[src/rtl/dmem_arbiter.sv]
// dmem_arbiter
// Shares one word-wide data memory between requester 0 (core LSU) and
// requester 1 (debug/loader). Each accepted request is latched, shown to
// the memory for exactly one cycle (ACCESS), then answered with a one-cycle
// ack (RESP). Misaligned or out-of-range accesses never strobe the memory
// and are acked with err=1 and rdata=0.
//
// Optional feature macro: DMEM_ARB_ROUND_ROBIN_EN
//   defined   : on contention grant the requester that did not win last.
//   undefined : fixed priority, requester 0 wins whenever it is eligible.
//
// Handshake: a requester raises i_rN_req with stable wr_en/addr/wdata and
// holds it until o_rN_ack pulses for one cycle; err/rdata are valid only
// with that ack. In the ack cycle it may keep req (masked for that one
// arbitration) or present a new request; it must not hold an already
// served request past the ack cycle.
//
// Ports:
//   clk, rst_n              clock, synchronous active-low reset
//   i_rN_req/wr_en/addr/wdata  request from requester N (N = 0, 1)
//   o_rN_ack/rdata/err      one-cycle completion to requester N
//   o_mem_stb/wr_en/addr/wdata  memory command, active only in ACCESS
//   i_mem_rd_ack, i_mem_rdata   memory read response (combinational)
//   o_dbg_state             FSM state (0 IDLE, 1 ACCESS, 2 RESP)
//   o_dbg_last              round-robin pointer (last granted requester)
module dmem_arbiter #(
  parameter int unsigned MEM_BYTES = 1024
) (
  input  logic        clk,
  input  logic        rst_n,
  input  logic        i_r0_req,
  input  logic        i_r0_wr_en,
  input  logic [31:0] i_r0_addr,
  input  logic [31:0] i_r0_wdata,
  input  logic        i_r1_req,
  input  logic        i_r1_wr_en,
  input  logic [31:0] i_r1_addr,
  input  logic [31:0] i_r1_wdata,
  output logic        o_r0_ack,
  output logic [31:0] o_r0_rdata,
  output logic        o_r0_err,
  output logic        o_r1_ack,
  output logic [31:0] o_r1_rdata,
  output logic        o_r1_err,
  output logic        o_mem_stb,
  output logic        o_mem_wr_en,
  output logic [31:0] o_mem_addr,
  output logic [31:0] o_mem_wdata,
  input  logic        i_mem_rd_ack,
  input  logic [31:0] i_mem_rdata,
  output logic [1:0]  o_dbg_state,
  output logic        o_dbg_last
);

  typedef enum logic [1:0] {
    ST_IDLE   = 2'd0,
    ST_ACCESS = 2'd1,
    ST_RESP   = 2'd2
  } state_e;

  localparam logic [31:0] LAST_WORD = 32'(MEM_BYTES - 4);

  state_e      state_q, state_d;
  logic        gnt_q, gnt_d;
  logic        wr_en_q, wr_en_d;
  logic [31:0] addr_q, addr_d;
  logic [31:0] wdata_q, wdata_d;
  logic        err_q, err_d;
  logic [31:0] rdata_q, rdata_d;
  logic        last_q, last_d;

  logic        r0_elig, r1_elig, any_elig, pick;
  logic        sel_wr_en;
  logic [31:0] sel_addr, sel_wdata;

  // Arbitration and next-state logic
  always_comb begin
    state_d = state_q;
    gnt_d   = gnt_q;
    wr_en_d = wr_en_q;
    addr_d  = addr_q;
    wdata_d = wdata_q;
    err_d   = err_q;
    rdata_d = rdata_q;
    last_d  = last_q;

    // The requester being acked in RESP may still hold req; mask it so the
    // same request is not served twice.
    r0_elig = i_r0_req;
    r1_elig = i_r1_req;
    if (state_q == ST_RESP) begin
      if (gnt_q == 1'b0) r0_elig = 1'b0;
      else               r1_elig = 1'b0;
    end
    any_elig = r0_elig | r1_elig;

`ifdef DMEM_ARB_ROUND_ROBIN_EN
    pick = (r0_elig && r1_elig) ? ~last_q : ~r0_elig;
`else
    pick = ~r0_elig;
`endif

    sel_wr_en = pick ? i_r1_wr_en : i_r0_wr_en;
    sel_addr  = pick ? i_r1_addr  : i_r0_addr;
    sel_wdata = pick ? i_r1_wdata : i_r0_wdata;

    case (state_q)
      ST_IDLE, ST_RESP: begin
        if (any_elig) begin
          gnt_d   = pick;
          last_d  = pick;
          wr_en_d = sel_wr_en;
          addr_d  = sel_addr;
          wdata_d = sel_wdata;
          err_d   = (sel_addr[1:0] != 2'b00) || (sel_addr > LAST_WORD);
          state_d = ST_ACCESS;
        end else begin
          state_d = ST_IDLE;
        end
      end
      ST_ACCESS: begin
        // Writes and rejected accesses answer with rdata 0.
        rdata_d = (!wr_en_q && !err_q && i_mem_rd_ack) ? i_mem_rdata : 32'd0;
        state_d = ST_RESP;
      end
      default: state_d = ST_IDLE;
    endcase
  end

  always_ff @(posedge clk) begin
    if (!rst_n) begin
      state_q <= ST_IDLE;
      gnt_q   <= 1'b0;
      wr_en_q <= 1'b0;
      addr_q  <= 32'd0;
      wdata_q <= 32'd0;
      err_q   <= 1'b0;
      rdata_q <= 32'd0;
      last_q  <= 1'b1;  // requester 0 wins the first tie
    end else begin
      state_q <= state_d;
      gnt_q   <= gnt_d;
      wr_en_q <= wr_en_d;
      addr_q  <= addr_d;
      wdata_q <= wdata_d;
      err_q   <= err_d;
      rdata_q <= rdata_d;
      last_q  <= last_d;
    end
  end

  // Outputs: all forced to 0 while reset is asserted, which also keeps an
  // in-flight write from reaching the memory.
  always_comb begin
    o_r0_ack    = 1'b0;
    o_r0_rdata  = 32'd0;
    o_r0_err    = 1'b0;
    o_r1_ack    = 1'b0;
    o_r1_rdata  = 32'd0;
    o_r1_err    = 1'b0;
    o_mem_stb   = 1'b0;
    o_mem_wr_en = 1'b0;
    o_mem_addr  = 32'd0;
    o_mem_wdata = 32'd0;
    o_dbg_state = 2'd0;
    o_dbg_last  = 1'b0;
    if (rst_n) begin
      o_dbg_state = state_q;
      o_dbg_last  = last_q;
      case (state_q)
        ST_ACCESS: begin
          if (!err_q) begin
            o_mem_stb   = 1'b1;
            o_mem_wr_en = wr_en_q;
            o_mem_addr  = addr_q;
            o_mem_wdata = wdata_q;
          end
        end
        ST_RESP: begin
          if (gnt_q == 1'b0) begin
            o_r0_ack   = 1'b1;
            o_r0_rdata = rdata_q;
            o_r0_err   = err_q;
          end else begin
            o_r1_ack   = 1'b1;
            o_r1_rdata = rdata_q;
            o_r1_err   = err_q;
          end
        end
        default: ;
      endcase
    end
  end

endmodule

[config.mk]
export PLATFORM = sky130hd
export DESIGN_NAME = dmem_arbiter
export DESIGN_NICKNAME = d
export VERILOG_FILES = /design/src/rtl/dmem_arbiter.sv
export SDC_FILE = /design/constraint.sdc
export NUM_CORES = 1
export LEC_CHECK = 0
export BUFFER_PORTS_ARGS = -buffer_cell sky130_fd_sc_hd__clkbuf_2
export CAP_MARGIN = 40
export CORE_AREA = 2 2 119 121
export DETAILED_ROUTE_END_ITERATION = 8
export DIE_AREA = 0 0 121 123
export PLACE_DENSITY = 0.73
export REMOVE_ABC_BUFFERS = 1
export SLEW_MARGIN = 5
export SYNTH_ARGS = -nofsm -noshare
export SYNTH_HDL_FRONTEND = slang
export SYNTH_SLANG_ARGS = --single-unit
[constraint.sdc]
create_clock -name clk -period 3 [get_ports clk]
set_clock_uncertainty 0.15 [all_clocks]
set_input_delay 0.3 -clock clk [delete_from_list [all_inputs] [get_ports clk]]
set_output_delay 0.3 -clock clk [all_outputs]
set_load 0.05 [all_outputs]
==> reports/qor.csv <==
stage;metric;value;unit
clock_network;cts_hold_buf;0;
yosys;syn_avg_cell_area;7.86;µm²
timing;slew_headroom;49.6;%
placement;place_area;6920;µm²
routing;drtPass1Iterations;5;
finish;nFillCells;1348;
routing;viasPerCell;5.39;
global_route;antenna_found_initial;0;
pwr;totalPowerFinal;3.58;mW
finish;antennaDiodeCount;0;
timing;tightest_slew;0.755;ns
pwr;p_leak;3.43;nW
timing;fin_hold_ws;0.0405;ns
finish;stdcell_area;7270;µm²
routing;routed_wirelength;18900;µm
finish;drive_above_1_share;36.7;%
global_route;first_global_vias;5469;
yosys;netlist_area;5310;µm²
clock_network;clkTransAtPathRegs;0.06;ns
clock_network;cts_tree;yes;
finish;nets;1100;
routing;drtIter0Drc;359;
worst_setup_path;critical_path_required;2.55;ns
finish;finalNonFillerCells;1118;
outcome;status;finished, final reports clean;
timing;min_period;2.50;ns
floorplanning;core_region_area;13600;µm²
timing;final-hold-violation-count;0;
routing;wl_per_cell;16.9;µm
job;maxCapViolCount;0;
routing;dr_total_vias;6022;
floorplanning;die_area;14900;µm²
timing;timing.final.crit_share;83.5;%
placement;place_inst;1102;
yosys;synth_cell_types;31;
floorplanning;die_y;123;µm
finish;final_common_cell;clkbuf_2;
worst_setup_path;crit_fanout;39;
pwr;powerDensity;492;nW/µm²
worst_setup_path;cp_top_family;simple AND/OR/NAND/NOR gates;
finish;post-route-util;53.4;%
yosys;ys_seq_area_share;38.4;%
worst_setup_path;cp_cell_sequence;nand2b_1 -> nor3_4 -> buf_4 -> and2_1 -> clkbuf_2;
hold_path;hp-class;in2reg;
floorplanning;initial_core_util;39.0;%
placement;globalplace.congestion;0.831;
routing;route.detailed.drc;0;
pwr;vdd_ir_drop_max;311;µV
clock_network;cts_buffer_depth;2;
global_route;grt_usage;24.2;%
floorplanning;rows;43;
finish;area_growth;36.9;%
clock_network;cts-root-buf;clkbuf_16;
finish;layout_common_cells;clkbuf_2 (302), and2_1 (134), dfxtp_1 (102), a21oi_1 (69);
worst_setup_path;critPathMaxStageDelay;0.36;ns
placement;dp_hpwl;13500;µm
floorplanning;die_w;121;µm
timing;maxSlewViolCount;0;
yosys;syn_inst;676;
placement;port_buffers;303;
global_route;grt_pass1_wl;28300;µm
worst_setup_path;worst-setup-path-type;reg2out;
routing;postRouteAntennaNets;0;
floorplanning;ios;304;
worst_setup_path;cp.arrival;2.05;ns
clock_network;clk_latency;0.35;ns
worst_setup_path;r2r-start;gnt_q;
worst_setup_path;cpMaxStageDelayCell;buf_4;
timing;setup_viol;0;
global_route;grt_max_degree;67;
timing;max_freq;399;MHz
worst_setup_path;path_buf_inv;2;
timing;rsz0062_at_grt;no;
global_route;gr-total-overflow;0;
yosys;synth_warnings;0;
worst_setup_path;crit_start;state_q[1];
worst_setup_path;crit_path_end_kind;output port;
yosys;ys_ff_latch;102;
clock_network;cts.sinks;102;
clock_network;cts_made_buffers;9;
clock_network;htree_levels;3;
clock_network;cts_resized;0;
clock_network;postCtsSetupBuffers;0;
worst_setup_path;cp-start-kind;flop;
hold_path;hp-start;i_mem_rdata[30];
stage by stage:
| stage | setup TNS [ns] | setup slack [ns] |
|---|---|---|
| after global placement | 0 | 0.693 |
| final | 0 | 0.495 |
| after floorplan | -93.55 | -1.25 |
| after detailed placement | 0 | 0.634 |
| after CTS | 0 | 0.486 |
| after global routing | 0 | 0.374 |
layout make-up:
class                   count  area (µm²)  share of cell area [%]
multi-input cells         498        2950                    40.6
repair buffers            321        1700                    23.4
clock buffers              13         260                    3.58
flip-flops and latches    102        2040                    28.1
well taps                 180         225                    3.10
clock inverters             3        90.1                    1.24
inverters                   1        5.00                  0.0688
per-layer routing:
layer | routed length, µm | track usage [%]
met4 | 320 | 8.87
met5 | 0 | 0
met2 | 9150 | 41.0
met1 | 7720 | 29.7
met3 | 1750 | 6.00
final timing paths:
check	end	slack (ns)	depth (start not counted)
max	o_mem_addr[23]	0.50	5
min	rdata_q[30]	0.04	3
max reg2reg	addr_q[22]	0.71	5
min reg2reg	last_q	0.35	2
cell usage after synthesis, drive strengths merged:
cell | n | share of area (%)
a211o | 1 | 0.16
or3b | 1 | 0.21
nand4 | 3 | 0.35
dfxtp | 102 | 38
or4 | 2 | 0.28
o21ai | 1 | 0.094
buf | 31 | 3.3
and2 | 134 | 16
a21o | 1 | 0.14
inv | 1 | 0.071
clkbuf | 44 | 3.1
nor3 | 6 | 0.66
nor4b | 1 | 0.28
nand2 | 66 | 4.7
o21bai | 1 | 0.14
o22ai | 1 | 0.12
a311oi | 65 | 11
nor2 | 36 | 2.5
nor4 | 8 | 0.94
a211oi | 1 | 0.14
nand3 | 64 | 6.0
a22oi | 32 | 4.5
nand2b | 3 | 0.35
a21oi | 69 | 6.5
mux2i | 1 | 0.19
o21ba | 1 | 0.19
tightest hold or removal path: stages:
cell	delay (ns)
clkbuf_2	0.07
a22oi_1	0.05
nor2_1	0.07
flip-flops by register name, summed over array words and instances (netlist names):
name	cells
rdata_q	32
gnt_q	1
addr_q	32
wdata_q	32
state_q	2
err_q	1
wr_en_q	1
last_q	1
kinds of logic after synthesis:
family                 count (synthesis)  synth area share (%)
AO/OA/AOI/OAI                        173                  22.7
buffers and inverters                 76                  6.52
flip-flops                           102                  38.4
multiplexers                           1                 0.188
AND/OR/NAND/NOR                      324                  32.1
report_power, final:
part	switching (mW)	total [mW]	leakage [nW]	internal (mW)
sequential	0.0637	1.53	0.841	1.47
combinational	0.420	0.676	2.42	0.255
clock	0.508	1.37	0.170	0.862
total	0.992	3.58	3.43	2.59
(Power assumes the default switching activity.)
